--- config.mk ---
export PLATFORM = sky130hd
export DESIGN_NAME = debounce_multi
export DESIGN_NICKNAME = d
export VERILOG_FILES = /design/src/rtl/debounce_pkg.sv /design/src/rtl/debounce_channel.sv /design/src/rtl/debounce_multi.sv
export SDC_FILE = /design/constraint.sdc
export NUM_CORES = 1
export LEC_CHECK = 0
export BUFFER_PORTS_ARGS = -buffer_cell sky130_fd_sc_hd__buf_2
export CORE_ASPECT_RATIO = 2
export CORE_MARGIN = 2
export CORE_UTILIZATION = 51
export DETAILED_ROUTE_END_ITERATION = 8
export PLACE_DENSITY = 0.76
export SETUP_SLACK_MARGIN = 0.1
export SYNTH_ARGS = -nofsm -noshare
export SYNTH_HDL_FRONTEND = slang
export SYNTH_SLANG_ARGS = --single-unit
--- constraint.sdc ---
create_clock -name clk -period 4.5 [get_ports clk]
set_input_delay 0.225 -clock clk [delete_from_list [all_inputs] [get_ports clk]]
set_output_delay 0.225 -clock clk [all_outputs]
set_load 0.01 [all_outputs]
--- src/rtl/debounce_pkg.sv ---
`default_nettype none
// ============================================================================
// Module      : debounce_pkg
// Description : Shared types and helpers for the multi-channel button
//               conditioner: channel state encoding and counter sizing.
// Revision    : 1.0 - initial release
// ============================================================================
package debounce_pkg;

  // Per-channel debounce state; the level is "pressed" in the upper two.
  typedef enum logic [1:0] {
    IDLE       = 2'd0,
    PRESS_DB   = 2'd1,
    PRESSED    = 2'd2,
    RELEASE_DB = 2'd3
  } chan_state_e;

  // Bits needed to hold values 0..max_val; never narrower than one bit so
  // a disabled counter still has a legal declaration.
  function automatic int cnt_width(input int unsigned max_val);
    if (max_val < 1) begin
      return 1;
    end
    return $clog2(max_val + 1);
  endfunction

endpackage : debounce_pkg
`default_nettype wire

--- src/rtl/debounce_channel.sv ---
`default_nettype none
// ============================================================================
// Module      : debounce_channel
// Description : One button channel: two-flop synchroniser, counter-based
//               press/release debouncer and long-hold detector. All outputs
//               are registered.
// Revision    : 1.0 - initial release
// ============================================================================
module debounce_channel
  import debounce_pkg::*;
#(
  parameter int unsigned DELAY_COUNTS      = 2500,
  parameter int unsigned LONG_PRESS_COUNTS = 25000000,
  parameter bit          ACTIVE_LOW        = 1'b1
) (
  input  logic clk,
  input  logic rst_n,
  input  logic button_i,
  output logic state_o,
  output logic pressed_o,
  output logic released_o,
  output logic held_o
);

  localparam int CNT_W  = cnt_width(DELAY_COUNTS);
  localparam int HOLD_W = cnt_width(LONG_PRESS_COUNTS);

  // Last debounce count before a level change is accepted.
  localparam logic [CNT_W-1:0]  CNT_LAST  = CNT_W'(DELAY_COUNTS - 1);
  // Hold counter saturates here and therefore never revisits HOLD_LAST.
  localparam logic [HOLD_W-1:0] HOLD_MAX  = HOLD_W'(LONG_PRESS_COUNTS);
  localparam logic [HOLD_W-1:0] HOLD_LAST =
    HOLD_W'((LONG_PRESS_COUNTS > 0) ? (LONG_PRESS_COUNTS - 1) : 0);
  localparam bit                HOLD_EN   = (LONG_PRESS_COUNTS > 0);

  logic              sync_meta_q;
  logic              sync_q;
  logic              act;
  chan_state_e       state_q;
  logic [CNT_W-1:0]  cnt_q;
  logic [HOLD_W-1:0] hold_q;
  logic [HOLD_W-1:0] hold_d;
  logic              held_hit;
  logic              level_q;
  logic              pressed_q;
  logic              released_q;
  logic              held_q;

  // Two-flop synchroniser; reset loads the idle (not pressed) raw level.
  always_ff @(posedge clk or negedge rst_n) begin
    if (!rst_n) begin
      sync_meta_q <= ACTIVE_LOW;
      sync_q      <= ACTIVE_LOW;
    end else begin
      sync_meta_q <= button_i;
      sync_q      <= sync_meta_q;
    end
  end

  // Normalised input: 1 means pressed regardless of board polarity.
  assign act = sync_q ^ ACTIVE_LOW;

  // Saturating hold count and the single crossing of the long-press mark.
  assign hold_d   = (hold_q == HOLD_MAX) ? hold_q : (hold_q + 1'b1);
  assign held_hit = HOLD_EN && (hold_q == HOLD_LAST);

  // Debounce FSM with its counters and registered level/event outputs.
  always_ff @(posedge clk or negedge rst_n) begin
    if (!rst_n) begin
      state_q    <= IDLE;
      cnt_q      <= '0;
      hold_q     <= '0;
      level_q    <= 1'b0;
      pressed_q  <= 1'b0;
      released_q <= 1'b0;
      held_q     <= 1'b0;
    end else begin
      pressed_q  <= 1'b0;
      released_q <= 1'b0;
      held_q     <= 1'b0;
      unique case (state_q)
        IDLE: begin
          if (act) begin
            state_q <= PRESS_DB;
            cnt_q   <= '0;
          end
        end
        PRESS_DB: begin
          if (!act) begin
            state_q <= IDLE;
          end else if (cnt_q == CNT_LAST) begin
            state_q   <= PRESSED;
            hold_q    <= '0;
            level_q   <= 1'b1;
            pressed_q <= 1'b1;
          end else begin
            cnt_q <= cnt_q + 1'b1;
          end
        end
        PRESSED: begin
          hold_q <= hold_d;
          held_q <= held_hit;
          if (!act) begin
            state_q <= RELEASE_DB;
            cnt_q   <= '0;
          end
        end
        RELEASE_DB: begin
          // Hold time keeps running through a release bounce.
          hold_q <= hold_d;
          held_q <= held_hit;
          if (act) begin
            state_q <= PRESSED;
          end else if (cnt_q == CNT_LAST) begin
            state_q    <= IDLE;
            level_q    <= 1'b0;
            released_q <= 1'b1;
          end else begin
            cnt_q <= cnt_q + 1'b1;
          end
        end
        default: begin
          state_q <= IDLE;
        end
      endcase
    end
  end

  assign state_o    = level_q;
  assign pressed_o  = pressed_q;
  assign released_o = released_q;
  assign held_o     = held_q;

endmodule : debounce_channel
`default_nettype wire

--- src/rtl/debounce_multi.sv ---
`default_nettype none
// ============================================================================
// Module      : debounce_multi
// Description : N independent button conditioners. Raw board inputs in,
//               debounced level plus press/release/long-hold strobes out.
// Revision    : 1.0 - initial release
// ============================================================================
module debounce_multi
  import debounce_pkg::*;
#(
  parameter int unsigned N_BUTTONS         = 4,
  parameter int unsigned DELAY_COUNTS      = 2500,
  parameter int unsigned LONG_PRESS_COUNTS = 25000000,
  parameter bit          ACTIVE_LOW        = 1'b1
) (
  input  logic                 clk,
  input  logic                 rst_n,
  input  logic [N_BUTTONS-1:0] button,
  output logic [N_BUTTONS-1:0] button_state,
  output logic [N_BUTTONS-1:0] button_pressed,
  output logic [N_BUTTONS-1:0] button_released,
  output logic [N_BUTTONS-1:0] button_held
);

  // One fully independent conditioner per button.
  for (genvar i = 0; i < N_BUTTONS; i++) begin : g_chan
    debounce_channel #(
      .DELAY_COUNTS      (DELAY_COUNTS),
      .LONG_PRESS_COUNTS (LONG_PRESS_COUNTS),
      .ACTIVE_LOW        (ACTIVE_LOW)
    ) u_chan (
      .clk        (clk),
      .rst_n      (rst_n),
      .button_i   (button[i]),
      .state_o    (button_state[i]),
      .pressed_o  (button_pressed[i]),
      .released_o (button_released[i]),
      .held_o     (button_held[i])
    );
  end

endmodule : debounce_multi
`default_nettype wire

==> results.sh, run 1 <==
export IMPL_syn_nets=1039
export IMPL_yosys_cell_types_count=73
export IMPL_hold_class="reg2reg"
export IMPL_clk_insertion_delay_late_ns=0.44
export IMPL_final_common_cell="dfrtp_1"
export IMPL_fin_ws_ns=1.864
export IMPL_die_area_mm2=0.02021
export IMPL_worstSetupEndpointType="register"
export IMPL_ys_seq_area_share_pct=46.52
export IMPL_status="completed"
export IMPL_clock_skew_ns=0.007392
export IMPL_drive_above_1_share_pct=9.668
export IMPL_grt_max_degree=118
export IMPL_row_count=71
export IMPL_post_route_drc_count=0
export IMPL_floorplan_initialDensity_pct=51.77
export IMPL_dieHeight_um=199.1
export IMPL_crit_fanout=25
export IMPL_hold_viol_final=0
export IMPL_antenna_left=0
export IMPL_grt_antenna_before_repair=0
export IMPL_finalCritPeriodShare_pct=58.59
export IMPL_crit_arrival_ns=2.99
export IMPL_dp_hpwl_mm=14.37
export IMPL_synth_async_reset_ratio_pct=100.0
export IMPL_core_area_mm2=0.01874
export IMPL_routed_wl_mm=21.06
export IMPL_synth_warning_count=0
export IMPL_maxSlewHeadroom_pct=16.62
export IMPL_setup_tns_final_ns=0
export IMPL_syn_inst=1021
export IMPL_synth_area_mm2=0.009703
export IMPL_worstMarginPinSlew_ns=1.239
export IMPL_via_count=7715
export IMPL_syn_to_final_growth_pct=8.356
export IMPL_critPathKind="reg2reg"
export IMPL_clock_sinks=180
export IMPL_grtUsageTotal_pct=22.21
export IMPL_dr_first_iter_drc_count=459
export IMPL_slew_viol_final=0
export IMPL_final_cell_mix="dfrtp_1 (172), nand2_1 (124), o21ai_0 (75)"
export IMPL_htreeDepth=4
export IMPL_wl_per_cell_um=16.47
export IMPL_rsz0062_at_grt="no"
export IMPL_finalNetCount=1029
export IMPL_cts_buffers=17
export IMPL_rrSetupSlack_ns=1.86
export IMPL_period_needed_ns=2.637
export IMPL_dp_slack_ns=1.878
export IMPL_grt_overflow_total=0
export IMPL_portBuffers=21
export IMPL_fp_dieW_um=101.5
export IMPL_crit_path_start_kind="register"
export IMPL_first_global_vias=7875
export IMPL_crit_required_ns=4.86
export IMPL_cts_resized=0
export IMPL_synth_edf_count=0
export IMPL_antenna_cells=0
export IMPL_avgSynthCellArea_um2=9.503
export IMPL_finalSetupViolCount=0
export IMPL_io_pins=22
export IMPL_synthFlopType="dfrtp_1"
export IMPL_maxCapViolCount=0
export IMPL_synth_seq_cells=180
export IMPL_clock_fmax_mhz=379.3
export IMPL_power_density_mw_per_mm2=313.0
export IMPL_cts_tree="done"
export IMPL_place_congestion=0.8599
export IMPL_cts_buffer_depth=2
export IMPL_clkSlewWorstSetupHoldPaths_ns=0.08
export IMPL_ir_drop_v=0.0002513
export IMPL_leakagePower_nw=4.469
export IMPL_grt_pass1_wl_mm=36.36
export IMPL_root_buffer="clkbuf_16"
export IMPL_first_pass_iters=5
export IMPL_routed_via_density=6.032
[cells in the mapped netlist (8+ instances only)]
master | number | area [um^2]
nor2b_1 | 8 | 50.05
o31ai_1 | 8 | 60.06
and2_1 | 8 | 50.05
buf_4 | 18 | 135.1
nor2_1 | 59 | 221.5
and3_1 | 27 | 168.9
a31oi_1 | 22 | 137.6
dfstp_2 | 8 | 210.2
mux2_2 | 13 | 146.4
inv_1 | 30 | 112.6
xor2_1 | 44 | 385.4
o21ai_0 | 75 | 375.4
ha_1 | 12 | 150.1
and4_1 | 18 | 157.7
nand2_1 | 124 | 465.5
a22o_1 | 45 | 394.1
a21oi_1 | 14 | 70.07
nor3_1 | 18 | 90.09
clkbuf_1 | 34 | 127.6
nand4_1 | 34 | 212.7
xnor2_1 | 34 | 297.8
nor4_1 | 17 | 106.4
nand3_1 | 60 | 300.3
dfrtp_1 | 172 | 4304
[critical path, cell delays in order (launching register included)]
cell,delay (ns)
dfrtp_1,0.63
nand4b_1,0.15
or4_4,0.58
o31ai_4,0.87
o21ai_0,0.21
o21ai_0,0.11
[per-stage QoR]
stage               util [%]  hold WS (ns)  instance area, um^2  std cells  power (W)
finish                 56.09        0.3579                10510       1279   0.003291
global route           56.09        0.3614                10510       1279   0.003403
CTS                    56.09        0.3601                10510       1279   0.003328
detailed placement     52.74        0.3312                 9886       1242   0.001859
global placement       52.74        0.3305                 9886       1242   0.001853
floorplan                  -      -0.07059                 9703       1021   0.001794
[layer usage]
layer	up-vias	GRT usage, %	part of all wire (%)
li1	3677	-	-
met1	3877	23.55	38
met2	109	42.11	56
met3	52	3.393	2.1
met4	0	9.560	3.0
met5	-	0	0
[flip-flops by register name, summed over array words and instances (netlist names), named ones only]
register / count
g_chan.u_chan.sync_meta_q: 4
g_chan.u_chan.pressed_o: 4
g_chan.u_chan.state_o: 4
g_chan.u_chan.hold_q: 100
g_chan.u_chan.sync_q: 4
g_chan.u_chan.held_o: 4
g_chan.u_chan.state_q: 4
g_chan.u_chan.cnt_q: 48
g_chan.u_chan.released_o: 4
[cells by family (layout without fill, tap and decap cells)]
group | count (synthesis) | after routing | share of synthesized area, %
and+or+nand+nor | 428 | 428 | 23.46
AOI/OAI and AO/OA | 213 | 213 | 15.20
muxes | 16 | 16 | 1.818
xor gates and xnor gates | 78 | 78 | 7.041
adders and majority gates | 12 | 12 | 1.547
buffers and inverters | 94 | 97 | 4.410
DFF | 180 | 180 | 46.52
[worst paths after layout]
kind,depth (start not counted),start,endpoint
max,5,register,g_chan[0].u_chan.hold_q[19]
min,0,g_chan[3].u_chan.sync_meta_q,g_chan[3].u_chan.sync_q
max reg2reg,5,register,g_chan[0].u_chan.hold_q[19]
min reg2reg,0,g_chan[3].u_chan.sync_meta_q,g_chan[3].u_chan.sync_q
max in group asynchronous,3,rst_n,g_chan[1].u_chan.hold_q[17]
min in group asynchronous,2,rst_n,g_chan[2].u_chan.hold_q[16]
[what timing repair did]
| action | CTS | global route |
|---|---|---|
| hold buffers | 5 | 0 |
| buffers inserted | 0 | 0 |
| endpoints found under the setup margin | 0 | 0 |
| hold endpoints to repair | 111 | 0 |
[layout make-up]
class	count	area [um^2]
Tap cell	255	319.1
Sequential cell	180	4514
Clock buffer	18	429.2
Inverter	32	120.1
Multi-Input combinational cell	747	4766
Clock inverter	14	148.9
Fill cell	1675	8230
Timing Repair Buffer	33	216.5
[report_power, final]
group	switching [W]	total (W)	internal, W
combinational	0.0000754	0.000131	0.0000554
clock	0.000722	0.00146	0.000739
sequential	0.0000479	0.00170	0.00165
(Power assumes the default switching activity.)
==> run 2, diff against run 1 <==
==> constraint.sdc (replaced) <==
create_clock -name clk -period 2.5 [get_ports clk]
set_input_delay 0.125 -clock clk [delete_from_list [all_inputs] [get_ports clk]]
set_output_delay 0.125 -clock clk [all_outputs]
set_load 0.01 [all_outputs]
==> run 2 against run 1 <==
  * Via count up 1.5%
  * Sequential power up 79%
  * Die area unchanged
  * Critical path depth unchanged
  * Utilization up 1.7 points
  * Routed wire length up 0.83%
  * Setup slack worse by 1.6 ns
  * Clock power up 90%
  * Cell count up 2.6%
  * Combinational power up 98%
  * Sequential cell count unchanged
  * Critical path type unchanged
  * Highest routed layer unchanged
==> results.sh, run 2 (synthesis results as in run 1) <==
export IMPL_leakagePower_nw=4.657
export IMPL_place_congestion=0.9000
export IMPL_antenna_cells=0
export IMPL_period_needed_ns=2.261
export IMPL_largest_reg_flops=100
export IMPL_grtUsageMet1_pct=23.92
export IMPL_row_count=71
export IMPL_root_buffer="clkbuf_16"
export IMPL_reg2reg_from="g_chan[3].u_chan.cnt_q[4]"
export IMPL_grt_busiest_layer="met2"
export IMPL_crit_arrival_ns=2.63
export IMPL_cts_buffers=17
export IMPL_hold_class="in2async"
export IMPL_routed_via_density=5.968
export IMPL_die_area_mm2=0.02021
export IMPL_clock_fmax_mhz=442.3
export IMPL_met3_usage_pct=4.127
export IMPL_clk_insertion_delay_late_ns=0.45
export IMPL_largest_register="g_chan.u_chan.hold_q"
export IMPL_cp_startpoint="g_chan[3].u_chan.cnt_q[4]"
export IMPL_final_common_cell="dfrtp_1"
export IMPL_reg_top3="g_chan.u_chan.hold_q: 100 flops, g_chan.u_chan.cnt_q: 48 flops"
export IMPL_status="completed"
export IMPL_finalNetCount=1062
export IMPL_io_pins=22
export IMPL_drive_above_1_share_pct=12.96
export IMPL_grt_max_degree=77
export IMPL_post_route_drc_count=0
export IMPL_routed_wl_mm=21.24
export IMPL_worstSetupEndpointType="register"
export IMPL_first_global_vias=7807
export IMPL_hold_viol_final=0
export IMPL_htreeDepth=4
export IMPL_grtUsageTotal_pct=22.27
export IMPL_setup_tns_final_ns=0
export IMPL_wl_per_cell_um=16.19
export IMPL_maxCapViolCount=0
export IMPL_rsz0062_at_grt="yes"
export IMPL_worstMarginPinSlew_ns=0.6650
export IMPL_r2r_cells=5
export IMPL_core_area_mm2=0.01874
export IMPL_grt_pass1_wl_mm=36.05
export IMPL_syn_to_final_growth_pct=11.73
export IMPL_fin_util_pct=57.84
export IMPL_grt_overflow_total=0
export IMPL_antenna_left=0
export IMPL_grt_antenna_before_repair=0
export IMPL_floorplan_initialDensity_pct=51.77
export IMPL_power_density_mw_per_mm2=561.0
export IMPL_worstSetupEndpoint="g_chan[3].u_chan.hold_q[3]"
export IMPL_slew_viol_final=0
export IMPL_dp_hpwl_mm=14.83
export IMPL_cts_tree="done"
export IMPL_final_cell_mix="dfrtp_1 (172), nand2_1 (124), o21ai_0 (75)"
export IMPL_met2_usage_pct=41.15
export IMPL_cts_buffer_depth=2
export IMPL_first_pass_iters=5
export IMPL_critPathKind="reg2reg"
export IMPL_rrSetupSlack_ns=0.24
export IMPL_clock_skew_ns=0.01190
export IMPL_crit_required_ns=2.87
export IMPL_maxSlewHeadroom_pct=55.25
export IMPL_ir_drop_v=0.0005214
export IMPL_clkSlewWorstSetupHoldPaths_ns=0.08
export IMPL_crit_path_start_kind="register"
export IMPL_dieHeight_um=199.1
export IMPL_finalSetupViolCount=0
export IMPL_via_count=7830
export IMPL_crit_fanout=8
export IMPL_clock_sinks=180
export IMPL_finalCritPeriodShare_pct=90.44
export IMPL_fp_dieW_um=101.5
export IMPL_r2r_end="g_chan[3].u_chan.hold_q[3]"
export IMPL_portBuffers=21
export IMPL_dr_first_iter_drc_count=343
==> run 2: cell count changes in the layout (fill, tap and decap cells not counted), sizes merged <==
cell	delta
inv	+3
buf	+33
clkinvlp	+3
clkinv	-8
bufinv	+2
==> run 2: worst min-delay path by stage <==
stage / to
6_report: g_chan[2].u_chan.hold_q[15]
5_1_grt: g_chan[0].u_chan.sync_meta_q
4_1_cts: g_chan[2].u_chan.hold_q[15]
3_5_place_dp: g_chan[2].u_chan.hold_q[0]
3_3_place_gp: g_chan[2].u_chan.held_o
2_1_floorplan: asynchronous set/reset pin
==> run 2: layout make-up <==
type	count	area, um^2
clock inverters	14	165.2
inverters	32	120.1
multi-input cells	747	4795
clock buffers	18	439.2
flip-flops and latches	180	4514
fillers	1647	7903
repair buffers	66	489.2
well taps	255	319.1
==> run 2: power by group <==
group	leakage [nW]	internal [W]	switching (W)
sequential	2.47	0.00297	0.0000787
combinational	1.90	0.000115	0.000144
clock	0.290	0.00153	0.00124
total	4.66	0.00462	0.00146
==> run 2: worst max-delay path, cell delays in order (launching register included) <==
cell and delay, ns:
dfrtp_1 0.45, or4b_2 0.72, o41ai_2 0.27, o31ai_2 0.21
or3_1 0.38, a21oi_1 0.15
==> run 2: repair_timing <==
| action | in CTS | in global routing |
|---|---|---|
| endpoints found under the setup margin | 0 | 10 |
| gates resized for setup | 0 | 5 |
| hold buffers | 5 | 0 |
| hold endpoints to repair | 75 | 0 |
| setup buffers | 0 | 0 |
==> run 2: metal layers <==
layer  part of all wire (%)  vias to the layer above
met4                    3.1                        0
met2                     56                      126
li1                       -                     3750
met3                    2.4                       55
met1                     39                     3899
met5                      0                        -
==> run 2: metrics by stage <==
step	instances	setup WS [ns]	area, um^2	hold slack [ns]	power [W]
after detailed placement	1275	0.1801	10160	0.2103	0.003362
after CTS	1312	0.1574	10810	0.2972	0.006132
after floorplan	1021	0.2559	9703	-0.1706	0.003229
final	1312	0.2389	10840	0.2561	0.006082
after global routing	1312	0.09607	10840	0.3046	0.006294
after global placement	1275	0.2474	10160	0.2033	0.003353
==> run 3, diff against run 2 <==
--- a/config.mk
+++ b/config.mk
@@ -10,7 +10,7 @@
 export CORE_MARGIN = 2
 export CORE_UTILIZATION = 51
 export DETAILED_ROUTE_END_ITERATION = 8
-export PLACE_DENSITY = 0.76
+export PLACE_DENSITY = 0.67
 export SETUP_SLACK_MARGIN = 0.1
 export SYNTH_ARGS = -nofsm -noshare
 export SYNTH_HDL_FRONTEND = slang
==> run 3 against run 2 <==
  * Setup slack worse by 0.018 ns
  * Combinational power fell by 3%
  * Critical path type unchanged
  * Highest routed layer unchanged
  * Via count decreased by 1.6%
  * Clock skew down 0.0046 ns
  * Cell area decreased by 0.55%
  * Critical endpoint is now g_chan[0].u_chan.hold_q[24]
  * Clock power fell by 5%
  * Sequential cell count stayed put
==> results.sh, run 3 (synthesis results as in run 1) <==
export IMPL_clk_insertion_delay_late_ns=0.44
export IMPL_slew_viol_final=0
export IMPL_antenna_cells=0
export IMPL_period_needed_ns=2.279
export IMPL_maxSlewHeadroom_pct=62.75
export IMPL_reg_top3="g_chan.u_chan.hold_q: 100 flops, g_chan.u_chan.cnt_q: 48 flops"
export IMPL_portBuffers=21
export IMPL_antenna_left=0
export IMPL_grt_overflow_total=0
export IMPL_largest_reg_flops=100
export IMPL_dp_hpwl_mm=15.03
export IMPL_row_count=71
export IMPL_fin_area_mm2=0.01078
export IMPL_first_global_vias=7875
export IMPL_power_internal_w=0.004534
export IMPL_maxCapViolCount=0
export IMPL_worstMarginPinSlew_ns=0.5545
export IMPL_syn_to_final_growth_pct=11.12
export IMPL_die_area_mm2=0.02021
export IMPL_clkSlewWorstSetupHoldPaths_ns=0.07
export IMPL_holdWs_ns=0.1422
export IMPL_p_seq_share_pct=51.6
export IMPL_switchingPower_w=0.001391
export IMPL_largest_register="g_chan.u_chan.hold_q"
export IMPL_clock_skew_ns=0.007258
export IMPL_via_count=7704
export IMPL_placed_area_mm2=0.01015
export IMPL_cts_tree="done"
export IMPL_dieHeight_um=199.1
export IMPL_cts_buffers=17
export IMPL_crit_family="simple AND/OR/NAND/NOR gates"
export IMPL_io_pins=22
export IMPL_status="completed"
export IMPL_wl_per_cell_um=16.24
export IMPL_htreeDepth=4
export IMPL_power_frac_comb_pct=4.3
export IMPL_grt_antenna_before_repair=0
export IMPL_root_buffer="clkbuf_16"
export IMPL_floorplan_initialDensity_pct=51.77
export IMPL_grt_pass1_wl_mm=36.82
export IMPL_grt_max_degree=85
export IMPL_cp_slowest_stage_delay_ns=0.47
export IMPL_clkPwrFrac_pct=44.2
export IMPL_ir_drop_v=0.0004283
export IMPL_grtUsageTotal_pct=22.87
export IMPL_crit_required_ns=2.83
export IMPL_crit_fanout=10
export IMPL_routed_via_density=5.872
export IMPL_clock_fmax_mhz=438.7
export IMPL_dr_first_iter_drc_count=325
export IMPL_slowest_stage="or4_4"
export IMPL_first_pass_iters=6
export IMPL_leakagePower_nw=4.647
export IMPL_post_route_drc_count=0
export IMPL_swShare_pct=23.47
export IMPL_crit_arrival_ns=2.61
export IMPL_crit_path_start_kind="register"
export IMPL_hold_viol_final=0
export IMPL_final_cell_mix="dfrtp_1 (172), nand2_1 (124), o21ai_0 (75)"
export IMPL_cp_buffers_inverters=0
export IMPL_final_common_cell="dfrtp_1"
export IMPL_power_density_mw_per_mm2=549.5
export IMPL_finalSetupViolCount=0
export IMPL_routed_wl_mm=21.31
export IMPL_rsz0062_at_grt="yes"
export IMPL_post_cts_buffers=0
export IMPL_finalNetCount=1062
export IMPL_fp_dieW_um=101.5
export IMPL_critPathKind="reg2reg"
export IMPL_crit_chain="or3_1, or4_4, o31a_1, and3_1, a221o_1"
export IMPL_hold_class="in2async"
export IMPL_place_congestion=0.8487
export IMPL_clock_sinks=180
export IMPL_core_area_mm2=0.01874
export IMPL_setup_tns_final_ns=0
export IMPL_worstSetupEndpointType="register"
export IMPL_drive_above_1_share_pct=12.68
export IMPL_cts_buffer_depth=2
export IMPL_finalCritPeriodShare_pct=91.17
## run 3: cell types whose count changed in the layout (fill, tap and decap cells not counted), moves of 2 or more
cell        delta
clkinvlp_4     -2
inv_8          -3
inv_6          -3
clkinv_4       +2
clkbuf_8       +2
clkinv_2       +5
## run 3: worst paths after layout
path,from,to,slack [ns],cells after the start
min in group clk,button[0],g_chan[0].u_chan.sync_meta_q,0.33,2
max in group asynchronous,rst_n,g_chan[2].u_chan.sync_meta_q,1.61,3
hold reg to reg,g_chan[1].u_chan.sync_meta_q,g_chan[1].u_chan.sync_q,0.36,0
setup reg to reg,g_chan[0].u_chan.hold_q[9],g_chan[0].u_chan.hold_q[24],0.22,5
setup / recovery,g_chan[0].u_chan.hold_q[9],g_chan[0].u_chan.hold_q[24],0.22,5
hold / removal,rst_n,g_chan[2].u_chan.hold_q[2],0.14,2
## run 3: area by class of cell
| type | count | area [um^2] |
|---|---|---|
| Clock buffer | 20 | 466.7 |
| Clock inverter | 12 | 102.6 |
| Multi-Input combinational cell | 747 | 4782 |
| Tap cell | 255 | 319.1 |
| Inverter | 32 | 120.1 |
| Timing Repair Buffer | 66 | 476.7 |
| Sequential cell | 180 | 4514 |
| Fill cell | 1670 | 7963 |
## run 3: routing by layer
layer	track usage, %	vias to the layer above	routed length, um
li1	-	3750	-
met2	43.15	108	12220
met4	9.610	0	580
met3	3.603	42	415
met1	24.47	3804	8091
met5	0	-	0
## run 3: what timing repair did
action | 4_1_cts | 5_1_grt
resized for setup | 0 | 2
endpoints found under the hold margin | 35 | 0
endpoints found under the setup margin | 0 | 4
hold buffers | 5 | 0
## run 3: through the flow
stage               worst slack, ns  utilization (%)  total power (W)  std cells
finish                       0.2206            57.52         0.005925       1312
global route                0.09357            57.52         0.006131       1312
CTS                          0.2210            57.43         0.005990       1312
detailed placement           0.2113            54.13         0.003359       1275
global placement             0.2480            54.13         0.003352       1275
floorplan                    0.2559                -         0.003229       1021
## run 3: power by group through the flow
stage / sequential, W / combinational, W / clock [W]
2_1_floorplan: 0.00308 / 0.000146 / 0
3_3_place_gp: 0.00311 / 0.000245 / 0
3_5_place_dp: 0.00311 / 0.000250 / 0
4_1_cts: 0.00305 / 0.000258 / 0.00268
5_1_grt: 0.00306 / 0.000292 / 0.00278
6_report: 0.00305 / 0.000252 / 0.00262
